--- src/rtl/pc_gen_if.sv ---
// pc_gen_if: bundle of the fetch-stage control and handshake signals
// around the next-PC generator.
//   master : the PC generator (drives pc/valid/flush/misalign outputs)
//   slave  : the pipeline / trap unit / instruction memory side
//   stall_i, fetch_ready_i          - pipeline stall, imem accepted pc_o
//   branch_taken_i/branch_target_i  - branch or jump redirect
//   trap_i/trap_vec_i               - trap redirect
//   mret_i/epc_i                    - exception-return redirect
//   pc_o/pc_valid_o                 - fetch request
//   flush_o                         - kill younger in-flight fetches
//   misalign_o/misalign_addr_o      - misaligned branch target fault
interface pc_gen_if #(
    parameter int XLEN = 32
);
    logic            stall_i;
    logic            fetch_ready_i;
    logic [XLEN-1:0] pc_o;
    logic            pc_valid_o;
    logic            branch_taken_i;
    logic [XLEN-1:0] branch_target_i;
    logic            trap_i;
    logic [XLEN-1:0] trap_vec_i;
    logic            mret_i;
    logic [XLEN-1:0] epc_i;
    logic            flush_o;
    logic            misalign_o;
    logic [XLEN-1:0] misalign_addr_o;

    modport master (
        input  stall_i, fetch_ready_i,
        input  branch_taken_i, branch_target_i,
        input  trap_i, trap_vec_i,
        input  mret_i, epc_i,
        output pc_o, pc_valid_o, flush_o, misalign_o, misalign_addr_o
    );

    modport slave (
        output stall_i, fetch_ready_i,
        output branch_taken_i, branch_target_i,
        output trap_i, trap_vec_i,
        output mret_i, epc_i,
        input  pc_o, pc_valid_o, flush_o, misalign_o, misalign_addr_o
    );
endinterface

--- src/rtl/pc_gen.sv ---
// pc_gen: next-PC generator and program-counter register for fetch.
// Next PC priority: trap vector, EPC (mret), taken branch target, PC+4.
// The PC is held on stall or while imem has not accepted the request.
// A misaligned branch target raises a registered fault and parks fetch
// (pc_valid_o low) until the trap unit redirects.
// Ports:
//   clk   - rising-edge clock
//   rst_n - asynchronous active-low reset
//   bus   - pc_gen_if master modport (see interface header)
// All outputs come straight from flops; no input reaches pc_o or
// pc_valid_o combinationally.
module pc_gen #(
    parameter int              XLEN      = 32,
    parameter logic [XLEN-1:0] RESET_VEC = '0,
    parameter int              IALIGN    = 32
) (
    input  logic     clk,
    input  logic     rst_n,
    pc_gen_if.master bus
);

    typedef enum logic [1:0] {
        ST_BOOT      = 2'd0,
        ST_RUN       = 2'd1,
        ST_WAIT_TRAP = 2'd2
    } state_t;

    state_t          state_q, state_d;
    logic [XLEN-1:0] pc_q, pc_d;
    logic            pc_valid_q, pc_valid_d;
    logic            flush_q, flush_d;
    logic            misalign_q, misalign_d;
    logic [XLEN-1:0] misalign_addr_q, misalign_addr_d;
    logic            target_misaligned;

    // With compressed instructions only bit 0 must be clear.
    assign target_misaligned = (IALIGN == 16) ? bus.branch_target_i[0]
                                              : (|bus.branch_target_i[1:0]);

    always_comb begin
        state_d         = state_q;
        pc_d            = pc_q;
        flush_d         = 1'b0;
        misalign_d      = 1'b0;
        misalign_addr_d = misalign_addr_q;

        case (state_q)
            ST_BOOT: begin
                // A trap arriving during the boot cycle is still honoured.
                state_d = ST_RUN;
                if (bus.trap_i) begin
                    pc_d    = bus.trap_vec_i;
                    flush_d = 1'b1;
                end
            end
            ST_RUN: begin
                // Redirects override stall and the imem handshake.
                if (bus.trap_i) begin
                    pc_d    = bus.trap_vec_i;
                    flush_d = 1'b1;
                end else if (bus.mret_i) begin
                    pc_d    = bus.epc_i;
                    flush_d = 1'b1;
                end else if (bus.branch_taken_i) begin
                    flush_d = 1'b1;
                    if (target_misaligned) begin
                        // PC stays put; fetch idles until the trap unit steers us.
                        misalign_d      = 1'b1;
                        misalign_addr_d = bus.branch_target_i;
                        state_d         = ST_WAIT_TRAP;
                    end else begin
                        pc_d = bus.branch_target_i;
                    end
                end else if (!bus.stall_i && bus.fetch_ready_i) begin
                    pc_d = pc_q + XLEN'(4);   // wraps modulo 2^XLEN
                end
            end
            ST_WAIT_TRAP: begin
                if (bus.trap_i) begin
                    pc_d    = bus.trap_vec_i;
                    flush_d = 1'b1;
                    state_d = ST_RUN;
                end
            end
            default: begin
                state_d = ST_BOOT;
            end
        endcase

        // Registered valid: it reflects the state being entered.
        pc_valid_d = (state_d == ST_RUN);
    end

    always_ff @(posedge clk or negedge rst_n) begin
        if (!rst_n) begin
            state_q         <= ST_BOOT;
            pc_q            <= RESET_VEC;
            pc_valid_q      <= 1'b0;
            flush_q         <= 1'b0;
            misalign_q      <= 1'b0;
            misalign_addr_q <= '0;
        end else begin
            state_q         <= state_d;
            pc_q            <= pc_d;
            pc_valid_q      <= pc_valid_d;
            flush_q         <= flush_d;
            misalign_q      <= misalign_d;
            misalign_addr_q <= misalign_addr_d;
        end
    end

    assign bus.pc_o            = pc_q;
    assign bus.pc_valid_o      = pc_valid_q;
    assign bus.flush_o         = flush_q;
    assign bus.misalign_o      = misalign_q;
    assign bus.misalign_addr_o = misalign_addr_q;

endmodule

--- src/flat_wrapper.sv ---
// flat-port wrapper written by rule: the top's interface ports become plain ports
module pc_gen_flat 
#(
    parameter int              XLEN      = 32,
    parameter logic [XLEN-1:0] RESET_VEC = '0,
    parameter int              IALIGN    = 32
)
  (clk, rst_n, bus_stall_i, bus_fetch_ready_i, bus_branch_taken_i, bus_branch_target_i, bus_trap_i, bus_trap_vec_i, bus_mret_i, bus_epc_i, bus_pc_o, bus_pc_valid_o, bus_flush_o, bus_misalign_o, bus_misalign_addr_o);
  pc_gen_if #(.XLEN(XLEN)) bus_i ();
  input  logic clk;
  input  logic rst_n;
  input wire logic [$bits(bus_i.stall_i)-1:0] bus_stall_i;
  input wire logic [$bits(bus_i.fetch_ready_i)-1:0] bus_fetch_ready_i;
  input wire logic [$bits(bus_i.branch_taken_i)-1:0] bus_branch_taken_i;
  input wire logic [$bits(bus_i.branch_target_i)-1:0] bus_branch_target_i;
  input wire logic [$bits(bus_i.trap_i)-1:0] bus_trap_i;
  input wire logic [$bits(bus_i.trap_vec_i)-1:0] bus_trap_vec_i;
  input wire logic [$bits(bus_i.mret_i)-1:0] bus_mret_i;
  input wire logic [$bits(bus_i.epc_i)-1:0] bus_epc_i;
  output wire logic [$bits(bus_i.pc_o)-1:0] bus_pc_o;
  output wire logic [$bits(bus_i.pc_valid_o)-1:0] bus_pc_valid_o;
  output wire logic [$bits(bus_i.flush_o)-1:0] bus_flush_o;
  output wire logic [$bits(bus_i.misalign_o)-1:0] bus_misalign_o;
  output wire logic [$bits(bus_i.misalign_addr_o)-1:0] bus_misalign_addr_o;
  assign bus_i.stall_i = bus_stall_i;
  assign bus_i.fetch_ready_i = bus_fetch_ready_i;
  assign bus_i.branch_taken_i = bus_branch_taken_i;
  assign bus_i.branch_target_i = bus_branch_target_i;
  assign bus_i.trap_i = bus_trap_i;
  assign bus_i.trap_vec_i = bus_trap_vec_i;
  assign bus_i.mret_i = bus_mret_i;
  assign bus_i.epc_i = bus_epc_i;
  assign bus_pc_o = bus_i.pc_o;
  assign bus_pc_valid_o = bus_i.pc_valid_o;
  assign bus_flush_o = bus_i.flush_o;
  assign bus_misalign_o = bus_i.misalign_o;
  assign bus_misalign_addr_o = bus_i.misalign_addr_o;
  pc_gen #(.XLEN(XLEN), .RESET_VEC(RESET_VEC), .IALIGN(IALIGN)) u_core (.clk(clk), .rst_n(rst_n), .bus(bus_i));
endmodule
--- config.mk ---
export PLATFORM = sky130hd
export DESIGN_NAME = pc_gen_flat
export DESIGN_NICKNAME = d
export VERILOG_FILES = /design/src/rtl/pc_gen_if.sv /design/src/rtl/pc_gen.sv /design/src/flat_wrapper.sv
export SDC_FILE = /design/constraint.sdc
export NUM_CORES = 1
export LEC_CHECK = 0
export BUFFER_PORTS_ARGS = -buffer_cell sky130_fd_sc_hd__buf_4
export CELL_PAD_IN_SITES_DETAIL_PLACEMENT = 1
export CELL_PAD_IN_SITES_GLOBAL_PLACEMENT = 2
export CORE_UTILIZATION = 28
export DETAILED_ROUTE_END_ITERATION = 10
export PLACE_DENSITY = 0.89
export SYNTH_ARGS = -nofsm -noshare
export SYNTH_HDL_FRONTEND = slang
export SYNTH_SLANG_ARGS = --single-unit
export TNS_END_PERCENT = 10
--- constraint.sdc ---
create_clock -name clk -period 2.5 [get_ports clk]
set_clock_uncertainty 0.2 [all_clocks]
set_input_delay 0.375 -clock clk [delete_from_list [all_inputs] [get_ports clk]]
set_output_delay 0.375 -clock clk [all_outputs]
set_load 0.05 [all_outputs]
==> results of run 1 <==
==> stage by stage <==
step	setup slack [ns]	hold slack, ns
floorplan	0.05469	-0.1206
global placement	0.2304	0.2431
detailed placement	0.1553	0.2560
CTS	0.1673	0.05030
global route	0.004829	0.05398
finish	0.1605	0.05671
==> sequential cells by signal (all words and copies together) (netlist names) <==
signal                      cells
u_core.bus.misalign_o           1
u_core.bus.pc_o                32
u_core.bus.flush_o              1
u_core.bus.pc_valid_o           1
u_core.bus.misalign_addr_o     32
u_core.state_q                  2
==> power breakdown <==
part           internal [mW]  switching, mW  total, mW
combinational          0.778           1.51       2.29
sequential              1.38          0.237       1.62
clock                  0.753          0.495       1.25
==> worst paths after layout <==
kind | to | depth (start not counted)
min in group asynchronous | u_core.bus.misalign_addr_o[13]$_DFFE_PN0P_ | 2
max in group asynchronous | u_core.bus.pc_o[18]$_DFFE_PN0P_ | 3
min | u_core.bus.misalign_addr_o[5]$_DFFE_PN0P_ | 2
min reg2reg | u_core.bus.misalign_addr_o[20]$_DFFE_PN0P_ | 1
max | u_core.bus.pc_o[31]$_DFFE_PN0P_ | 5
max reg2reg | u_core.bus.pc_o[31]$_DFFE_PN0P_ | 5
==> cell usage in the layout, fill, tap and decap left out, drive strengths merged, types with 3 or more instances in the layout <==
cell type / n
mux2: 32
o21ai: 20
clkbuf: 15
nand3b: 3
a211oi: 4
a31oi: 21
buf: 204
inv: 7
o221a: 8
dfrtp: 69
a21oi: 24
nand2: 52
a221o: 3
o211ai: 8
o2bb2ai: 4
or3: 3
nor4: 6
o21a: 3
xnor2: 3
a2bb2oi: 3
nand4: 9
nand2b: 3
nor3: 7
o221ai: 12
mux2i: 5
nand3: 15
o22ai: 7
xor2: 3
nor2b: 3
nor2: 30
or4: 4
==> cells by family (layout without fill, tap and decap cells) <==
kind of cell | after synthesis | count (layout) | synth area share
flops | 69 | 69 | 0.4234
xor+xnor | 6 | 6 | 0.01289
simple gates | 140 | 140 | 0.1682
compound gates | 141 | 141 | 0.2522
mux | 37 | 37 | 0.1006
buf+inv | 40 | 228 | 0.03958
fa+ha+maj | 1 | 1 | 0.003068
==> layer usage <==
| metal | wire length, um | vias up | part of all wire | global-route usage |
|---|---|---|---|---|
| met3 | 1067 | 11 | 0.067 | 0.05855 |
| met1 | 6880 | 2136 | 0.43 | 0.2785 |
| met4 | 154 | 0 | 0.0096 | 0.06250 |
| met5 | 0 | - | 0 | 0 |
| met2 | 7890 | 126 | 0.49 | 0.3648 |
| li1 | - | 2025 | - | - |
==> repair_timing <==
item / 4_1_cts / 5_1_grt
hold endpoints to repair: 44 / 0
endpoints found under the setup margin: 0 / 2
hold buffers: 1 / 0
resized for setup: 0 / 1
==> area by class of cell <==
cell class / instances / share of cell area
multi-input cells: 325 / 0.3655
flip-flops and latches: 69 / 0.2870
repair buffers: 205 / 0.2591
clock buffers: 15 / 0.04594
well taps: 180 / 0.03725
inverters: 7 / 0.004346
clock inverters: 1 / 0.0008278
==> critical path: cells and delay by family, from the launching register on <==
family | cells | cell delay, ns
and+or+nand+nor | 3 | 1.22
AOI/OAI and AO/OA | 2 | 0.35
DFF | 1 | 0.44
==> metrics, run 1 <==
Tot Pwr=just over 5 mW; Placeable Area=0.01404 sq mm; gp weighted congestion=0.8816; GRT overflow=0; Core Rows=43; post-layout instance area=slightly above 0.006 sq mm; total power density per cell area=roughly 850 mW/mm^2; Synth area leaders=dfrtp_1 42%, mux2_1 8.8%, nand2_1 4.8%, a31oi_1 3.2%, a21oi_1 2.9%; share of cells above drive strength 1=0.4003; cell with the largest stage delay on the worst path=or4_4; proportion of netlist area held by the largest area contributor=0.4234; TritonCTS clock tree=done; maximum number of pins on one net before global-route repair=47; via count normalized by instance count=5.359; sequential cell area fraction in the yosys report=0.4234; number of buffers added on ports=169; synthesized netlist net count=approximately 540; count of endpoints failing hold in the final timing report=0; most frequent cell after synthesis=dfrtp_1; launch point of the worst reg-to-reg path=u_core.bus.pc_o[17]$_DFFE_PN0P_; Crit path arrival time=approximately 2.4 ns; net count reported at finish=721; count of non-filler cells in the finished layout=around 800; biggest cell delay along the critical path=roughly 0.58 ns; number of pins with negative max-slew slack in the final report=0; global-route wire length before repair=24.78 mm; fraction of registers with async set or reset after synthesis=1.000; slew at the pin closest to its max-slew limit=between 0.6 and 0.7 ns; area delta synth->final=48.27%; max capacitance violation total=0; Slew HR=0.5592; die extent in y=around 120 um; type of element capturing the critical path=flop; CP startpoint kind=flop; setup repair after global routing missed its margin=no; post-DP HPWL=around 12 mm; leakage component of the power=2.642 nW; run status=completed; CTS Buffer Depth=2; sinks on the clock net=a little under 70; synth unique cells=between 60 and 70; post-synthesis cell type with the largest combined area=dfrtp_1; FF+latch area=approximately 0.0017 sq mm; initial antenna violation count=0; maximum fanout along the worst path=7; CTS H-tree depth=3; placed cell count=785; #FFs+latches synth=just under 70; instance count of the mapped netlist=434; data required time at the worst endpoint=roughly 2.5 ns; Avg Cell Area, Syn=between 9 and 10 sq um; global routing usage summed across all routing layers=0.2197; antenna diode instance count=0; Filler Cell Count=1,653; initial core utilization=0.2904; total negative slack for setup checks=0 ns; start-to-end type of the worst setup path=flop to flop; leading post-synthesis cells by instance count=69 x dfrtp_1, 52 x nand2_1, 32 x mux2_1; worst hold path type=input pin to flop; total placed instance area=roughly 0.0057 sq mm; total area of multi-input combinational cells=about 0.0022 sq mm; # DRC=0; aggregate routed wire length=15.99 mm; crit-path most repeated cell=or4_4; number of global-route vias before repair=between 4,000 and 5,000; launching element of the worst setup path=u_core.bus.pc_o[17]$_DFFE_PN0P_; post-route clock period utilization=0.9358; mapped cell area=approximately 0.004 sq mm; Skew-Pair Late Insertion Delay=approximately 0.35 ns; final routed wire length divided by cell count=about 20 um; most used flip-flop cell after synthesis=dfrtp_1; post-detailed-route count of antenna-violating nets=0; min-delay src=bus_branch_target_i[5]; R2R Setup Slk=roughly 0.16 ns; achievable frequency=0.4274 GHz; warning count from the yosys run=0; Root Driver=clkbuf_16; number of buffers added by the clock tree synthesis step=9; Max IR drop VDD=0.3810 mV; Min Clock Period, post-route=approximately 2.3 ns; clock slew at the register clock pins of the worst setup and hold paths=approximately 0.060 ns; First DRT Iteration DRCs=approximately 160; via count of the routed design=~4,300; Top Ports=170; die area=around 0.015 sq mm; number of enable-type register cells in the synthesized netlist=0; end-of-flow core utilization=0.4305; count of endpoints failing setup in the final report=0; width of the die=between 100 and 150 um; number of detailed-route iterations in the first pass=4; Critical Path, Cell by Cell=nand3_4 -> or4_4 -> or4_4 -> o2bb2ai_2 -> o2bb2a_1; Post-CTS Repair Setup Buffers=0
No activity file was read; power rests on OpenSTA's default activity.
==> run 2: changes to the inputs <==
CORE_MARGIN = 5   (was unset)
==> run 2 against run 1 <==
Compared with the run above: non-clock buffer count decreased by 1; count of clock-buffer cells in the layout unchanged; clock power about the same; sequential cell count unchanged; routed wire length increased by 3.7%; first-iteration DRC count increased by 46%; worst setup slack improved by 0.016 ns; sequential share of layout area about the same; power decreased by 0.11%; design area increased by 0.12%; combinational power about the same; register-to-register slack improved by 0.02 ns; critical endpoint unchanged; largest power group unchanged; highest routed layer unchanged.
==> metrics, run 2 (synthesis results as in run 1) <==
run status=completed; clock slew at the register clock pins of the worst setup and hold paths=0.06 ns (about the same); number of gates resized after cts=0 (unchanged); gp weighted congestion=0.8710 (-1.2%); # DRC=0 (unchanged); width of the die=130.7 um (+6.5%); global routing usage summed across all routing layers=0.1948 (-0.02483); worst hold path type=input pin to flop; CTS H-tree depth=3 (unchanged); Post-CTS Repair Setup Buffers=0 (unchanged); final routed wire length divided by cell count=20.60 um (+3.3%); most frequent standard cell in the layout excluding fill and tap cells=buf_4; total negative slack for setup checks=0 ns (unchanged); CTS Buffer Depth=2 (unchanged); Placeable Area=0.01442 sq mm (+2.7%); maximum fanout along the worst path=8 (+1); number of global-route vias before repair=4,681 (+3.7%); Slew HR=0.6212 (+0.06204); Min Clock Period, post-route=2.324 ns (-0.01568 ns); total power density per cell area=851.1 mW/mm^2 (-0.24%); post-detailed-route count of antenna-violating nets=0 (unchanged); Root Driver=clkbuf_16; Crit path arrival time=2.35 ns (about the same); count of endpoints failing setup in the final report=0 (unchanged); initial antenna violation count=0 (unchanged); post-route clock period utilization=0.9295 (-0.006274); data required time at the worst endpoint=2.53 ns (about the same); CP startpoint kind=flop; net count reported at finish=720 (-0.14%); TritonCTS clock tree=done; leakage component of the power=2.639 nW (about the same); post-DP HPWL=12.91 mm (+6.9%); First DRT Iteration DRCs=239 (+46%); via count of the routed design=4,286 (-0.28%); area delta synth->final=48.45%; most frequent cells in the layout=199 x buf_4, 62 x dfrtp_1, 52 x nand2_1, 32 x mux2_1, 30 x nor2_1; number of detailed-route iterations in the first pass=4 (unchanged); number of pins with negative max-slew slack in the final report=0 (unchanged); count of endpoints failing hold in the final timing report=0 (unchanged); Core Rows=44 (+2.3%); number of hold-repair buffers added at the cts stage=1 (unchanged); maximum number of pins on one net before global-route repair=36 (-23%); number of buffers added on ports=169 (unchanged); end-of-flow core utilization=0.4197 (-0.01087); initial core utilization=0.2827 (-0.007683); slew at the pin closest to its max-slew limit=0.5638 ns (-0.09741 ns); number of buffers added by the clock tree synthesis step=9 (unchanged); achievable frequency=0.4303 GHz (+0.67%); setup repair after global routing missed its margin=no; Skew-Pair Late Insertion Delay=0.34 ns (about the same); GRT overflow=0 (unchanged); type of element capturing the critical path=flop; global-route wire length before repair=25.54 mm (+3.1%); die area=0.01708 sq mm (+13%); share of cells above drive strength 1=0.3961 (-0.004186); start-to-end type of the worst setup path=flop to flop; die extent in y=130.7 um (+6.5%); Top Ports=170 (unchanged); via count normalized by instance count=5.324 (-0.65%); Max IR drop VDD=0.5717 mV (+50%); Tot Pwr=5.152 mW (-0.11%); sinks on the clock net=69 (unchanged); max capacitance violation total=0 (unchanged); aggregate routed wire length=16.59 mm (+3.7%); antenna diode instance count=0 (unchanged)
run 2: cell types whose count changed in the layout (fill, tap and decap cells not counted):
cell      delta
buf_12       +2
clkbuf_8     -1
clkbuf_1     +1
nor3_2       -1
buf_4        -3
nor3_1       +1
run 2: area by class of cell:
class | count | area, sq um
clock buffers | 15 | 267.8
clock inverters | 1 | 5.005
well taps | 184 | 230.2
fillers | 1668 | 8371
repair buffers | 204 | 1584
flip-flops and latches | 69 | 1735
multi-input cells | 325 | 2205
inverters | 7 | 26.28
run 2: stage by stage:
| step | hold WS (ns) | area [sq um] | cells | worst slack (ns) |
|---|---|---|---|---|
| final | 0.05918 | 6053 | 805 | 0.1762 |
| after global routing | 0.05463 | 6053 | 805 | 0.06087 |
| after CTS | 0.04756 | 6053 | 805 | 0.1862 |
| after detailed placement | 0.1770 | 5771 | 788 | 0.1850 |
| after global placement | 0.1705 | 5771 | 788 | 0.2366 |
| after floorplan | -0.1206 | 4086 | 434 | 0.05469 |
run 2: layer usage:
metal,up-vias,share of wire,wire length [um],track usage
li1,2015,-,-,-
met1,2159,0.42,6951,0.2454
met2,99,0.51,8380,0.3326
met3,13,0.066,1087,0.05325
met4,0,0.010,167,0.04719
met5,-,0,0,0
run 2: where the power goes:
part | internal (mW) | switching (mW)
combinational | 0.784 | 1.53
sequential | 1.38 | 0.234
clock | 0.726 | 0.492
total | 2.89 | 2.26
run 2: worst max-delay path, stage by stage, from the launching register on:
cell and delay (ns):
dfrtp_1 0.46, nand4_1 0.34, or3_1 0.44, or4_4 0.43
o2bb2ai_2 0.12, o2bb2a_1 0.21
run 2: worst paths after layout:
check,from,endpoint,slack (ns),cells after the start
setup / recovery,u_core.bus.pc_o[13]$_DFFE_PN0P_,u_core.bus.pc_o[31]$_DFFE_PN0P_,0.18,5
hold / removal,bus_branch_target_i[10],u_core.bus.misalign_addr_o[10]$_DFFE_PN0P_,0.06,2
setup reg to reg,u_core.bus.pc_o[13]$_DFFE_PN0P_,u_core.bus.pc_o[31]$_DFFE_PN0P_,0.18,5
hold reg to reg,u_core.bus.misalign_addr_o[5]$_DFFE_PN0P_,u_core.bus.misalign_addr_o[5]$_DFFE_PN0P_,0.28,1
max in group asynchronous,rst_n,u_core.bus.pc_o[2]$_DFFE_PN0P_,1.09,3
min in group asynchronous,rst_n,u_core.bus.pc_o[26]$_DFFE_PN0P_,0.34,2
==> run 3: changes to the inputs <==
clock period = 2.6 ns   (was 2.5 ns; I/O delays follow)
==> run 3 against run 2 <==
Compared with the run above: critical path type unchanged; worst hold slack better by 0.0075 ns; sequential cell count unchanged; utilization is 0.069 points lower; non-clock buffer count is 1 higher; critical endpoint unchanged; power decreased by 2.3%.
==> metrics, run 3 (synthesis results as in run 1) <==
sinks on the clock net=69 (unchanged); start-to-end type of the worst setup path=flop to flop; share of cells above drive strength 1=0.3939 (-0.002245); CP startpoint kind=flop; net count reported at finish=721 (+0.14%); CTS H-tree depth=3 (unchanged); post-detailed-route count of antenna-violating nets=0 (unchanged); setup repair after global routing missed its margin=no; maximum number of pins on one net before global-route repair=58 (+61%); initial core utilization=0.2827 (unchanged); Tot Pwr=5.034 mW (-2.3%); achievable frequency=0.4137 GHz (-3.9%); maximum fanout along the worst path=7 (-1); number of buffers added by the clock tree synthesis step=9 (unchanged); total negative slack for setup checks=0 ns (unchanged); CTS Buffer Depth=2 (unchanged); post-route clock period utilization=0.9296 (about the same); die area=0.01708 sq mm (unchanged); area delta synth->final=48.21%; hold path cells=2 (unchanged); count of endpoints failing hold in the final timing report=0 (unchanged); First DRT Iteration DRCs=168 (-30%); Slew HR=0.4674 (-0.1538); run status=completed; Core Rows=44 (unchanged); width of the die=130.7 um (unchanged); TritonCTS clock tree=done; post-layout instance area=0.006043 sq mm (-0.17%); antenna diode instance count=0 (unchanged); max capacitance violation total=0 (unchanged); Placeable Area=0.01442 sq mm (unchanged); number of global-route vias before repair=4,780 (+2.1%); gp weighted congestion=0.8300 (-4.7%); via count of the routed design=4,356 (+1.6%); count of endpoints failing setup in the final report=0 (unchanged); slew at the pin closest to its max-slew limit=0.7989 ns (+0.2351 ns); final routed wire length divided by cell count=20.83 um (+1.1%); global-route wire length before repair=26.25 mm (+2.8%); via count normalized by instance count=5.404 (+1.5%); initial antenna violation count=0 (unchanged); setup ws final=0.1831 ns (+0.006898 ns); number of pins with negative max-slew slack in the final report=0 (unchanged); Min Clock Period, post-route=2.417 ns (+0.09310 ns); Top Ports=170 (unchanged); GRT overflow=0 (unchanged); Crit path arrival time=2.44 ns (+0.09 ns); clock slew at the register clock pins of the worst setup and hold paths=0.07 ns (about the same); Root Driver=clkbuf_16; number of detailed-route iterations in the first pass=4 (unchanged); die extent in y=130.7 um (unchanged); Skew-Pair Late Insertion Delay=0.35 ns (about the same); Max IR drop VDD=0.4426 mV (-23%); most frequent cells in the layout=203 x buf_4, 68 x dfrtp_1, 52 x nand2_1, 32 x mux2_1, 30 x nor2_1; number of buffers added on ports=169 (unchanged); leakage component of the power=2.646 nW (+0.26%); aggregate routed wire length=16.79 mm (+1.2%); worst hold path type=input pin to flop; type of element capturing the critical path=flop; most frequent standard cell in the layout excluding fill and tap cells=buf_4; post-DP HPWL=12.76 mm (-1.2%); total placed instance area=0.005733 sq mm (-0.65%); number of gates resized after cts=0 (unchanged); total power density per cell area=833.0 mW/mm^2 (-2.1%); # DRC=0 (unchanged); post-placement setup slack=0.1430 ns (-0.04200 ns); data required time at the worst endpoint=2.62 ns (+0.09 ns); global routing usage summed across all routing layers=0.1980 (+0.003173); number of cells on the worst reg-to-reg path=5 (unchanged); final hold slack=0.06671 ns (+0.007528 ns)
-- run 3: changes by cell type in the layout (fill, tap and decap cells not counted), moves of 2 or more --
| cell | previous run | this run |
|---|---|---|
| dfrtp_2 | 7 | 1 |
| clkbuf_8 | 2 | 0 |
| clkbuf_1 | 4 | 0 |
| clkinvlp_4 | 0 | 3 |
| buf_12 | 4 | 1 |
| buf_4 | 199 | 203 |
| dfrtp_1 | 62 | 68 |
-- run 3: worst max-delay path: stages, from the launching register on --
cell and delay, ns:
dfrtp_1 0.50, nand3_4 0.15, or4_4 0.60, or4_4 0.51
o2bb2ai_2 0.11, o2bb2a_1 0.22
-- run 3: path summary, 6_finish.rpt --
| kind | from | slack (ns) | to |
|---|---|---|---|
| worst max-delay path | u_core.bus.pc_o[17]$_DFFE_PN0P_ | 0.18 | u_core.bus.pc_o[31]$_DFFE_PN0P_ |
| worst min-delay path | bus_branch_target_i[24] | 0.07 | u_core.bus.misalign_addr_o[24]$_DFFE_PN0P_ |
| worst max register to register | u_core.bus.pc_o[17]$_DFFE_PN0P_ | 0.18 | u_core.bus.pc_o[31]$_DFFE_PN0P_ |
| worst min register to register | u_core.bus.misalign_addr_o[10]$_DFFE_PN0P_ | 0.29 | u_core.bus.misalign_addr_o[10]$_DFFE_PN0P_ |
| max in group asynchronous | rst_n | 1.02 | u_core.bus.misalign_addr_o[17]$_DFFE_PN0P_ |
| min in group asynchronous | rst_n | 0.46 | u_core.bus.misalign_addr_o[3]$_DFFE_PN0P_ |
-- run 3: final cells by class --
cell class	instances	area [sq um]
inverter	7	26.28
tap	184	230.2
timing repair buffer	205	1554
clock buffer	9	225.2
sequential	69	1728
clock inverter	7	75.07
multi-input combinational	325	2205
fill	1657	8381
-- run 3: stage by stage --
stage,util,std cells
5_1_grt,0.4190,806
3_3_place_gp,0.3975,789
2_1_floorplan,-,434
4_1_cts,0.4190,806
3_5_place_dp,0.3975,789
6_report,0.4190,806
-- run 3: repair_timing --
| action | CTS | global route |
|---|---|---|
| endpoints found under the setup margin | 0 | 0 |
| hold buffers | 1 | 0 |
| buffers inserted | 0 | 0 |
| endpoints found under the hold margin | 56 | 0 |
-- run 3: report_power, final --
part / switching [mW] / internal [mW] / total [mW]
combinational: 1.47 / 0.748 / 2.22
sequential: 0.224 / 1.32 / 1.55
clock: 0.518 / 0.746 / 1.26
total: 2.22 / 2.82 / 5.03
-- run 3: per-layer routing --
layer,part of all wire,up-vias,wire (um),GRT usage
met4,0.017,0,280,0.05808
li1,-,2024,-,-
met1,0.42,2179,7124,0.2520
met2,0.50,128,8365,0.3329
met3,0.060,25,1014,0.05000
met5,0,-,0,0
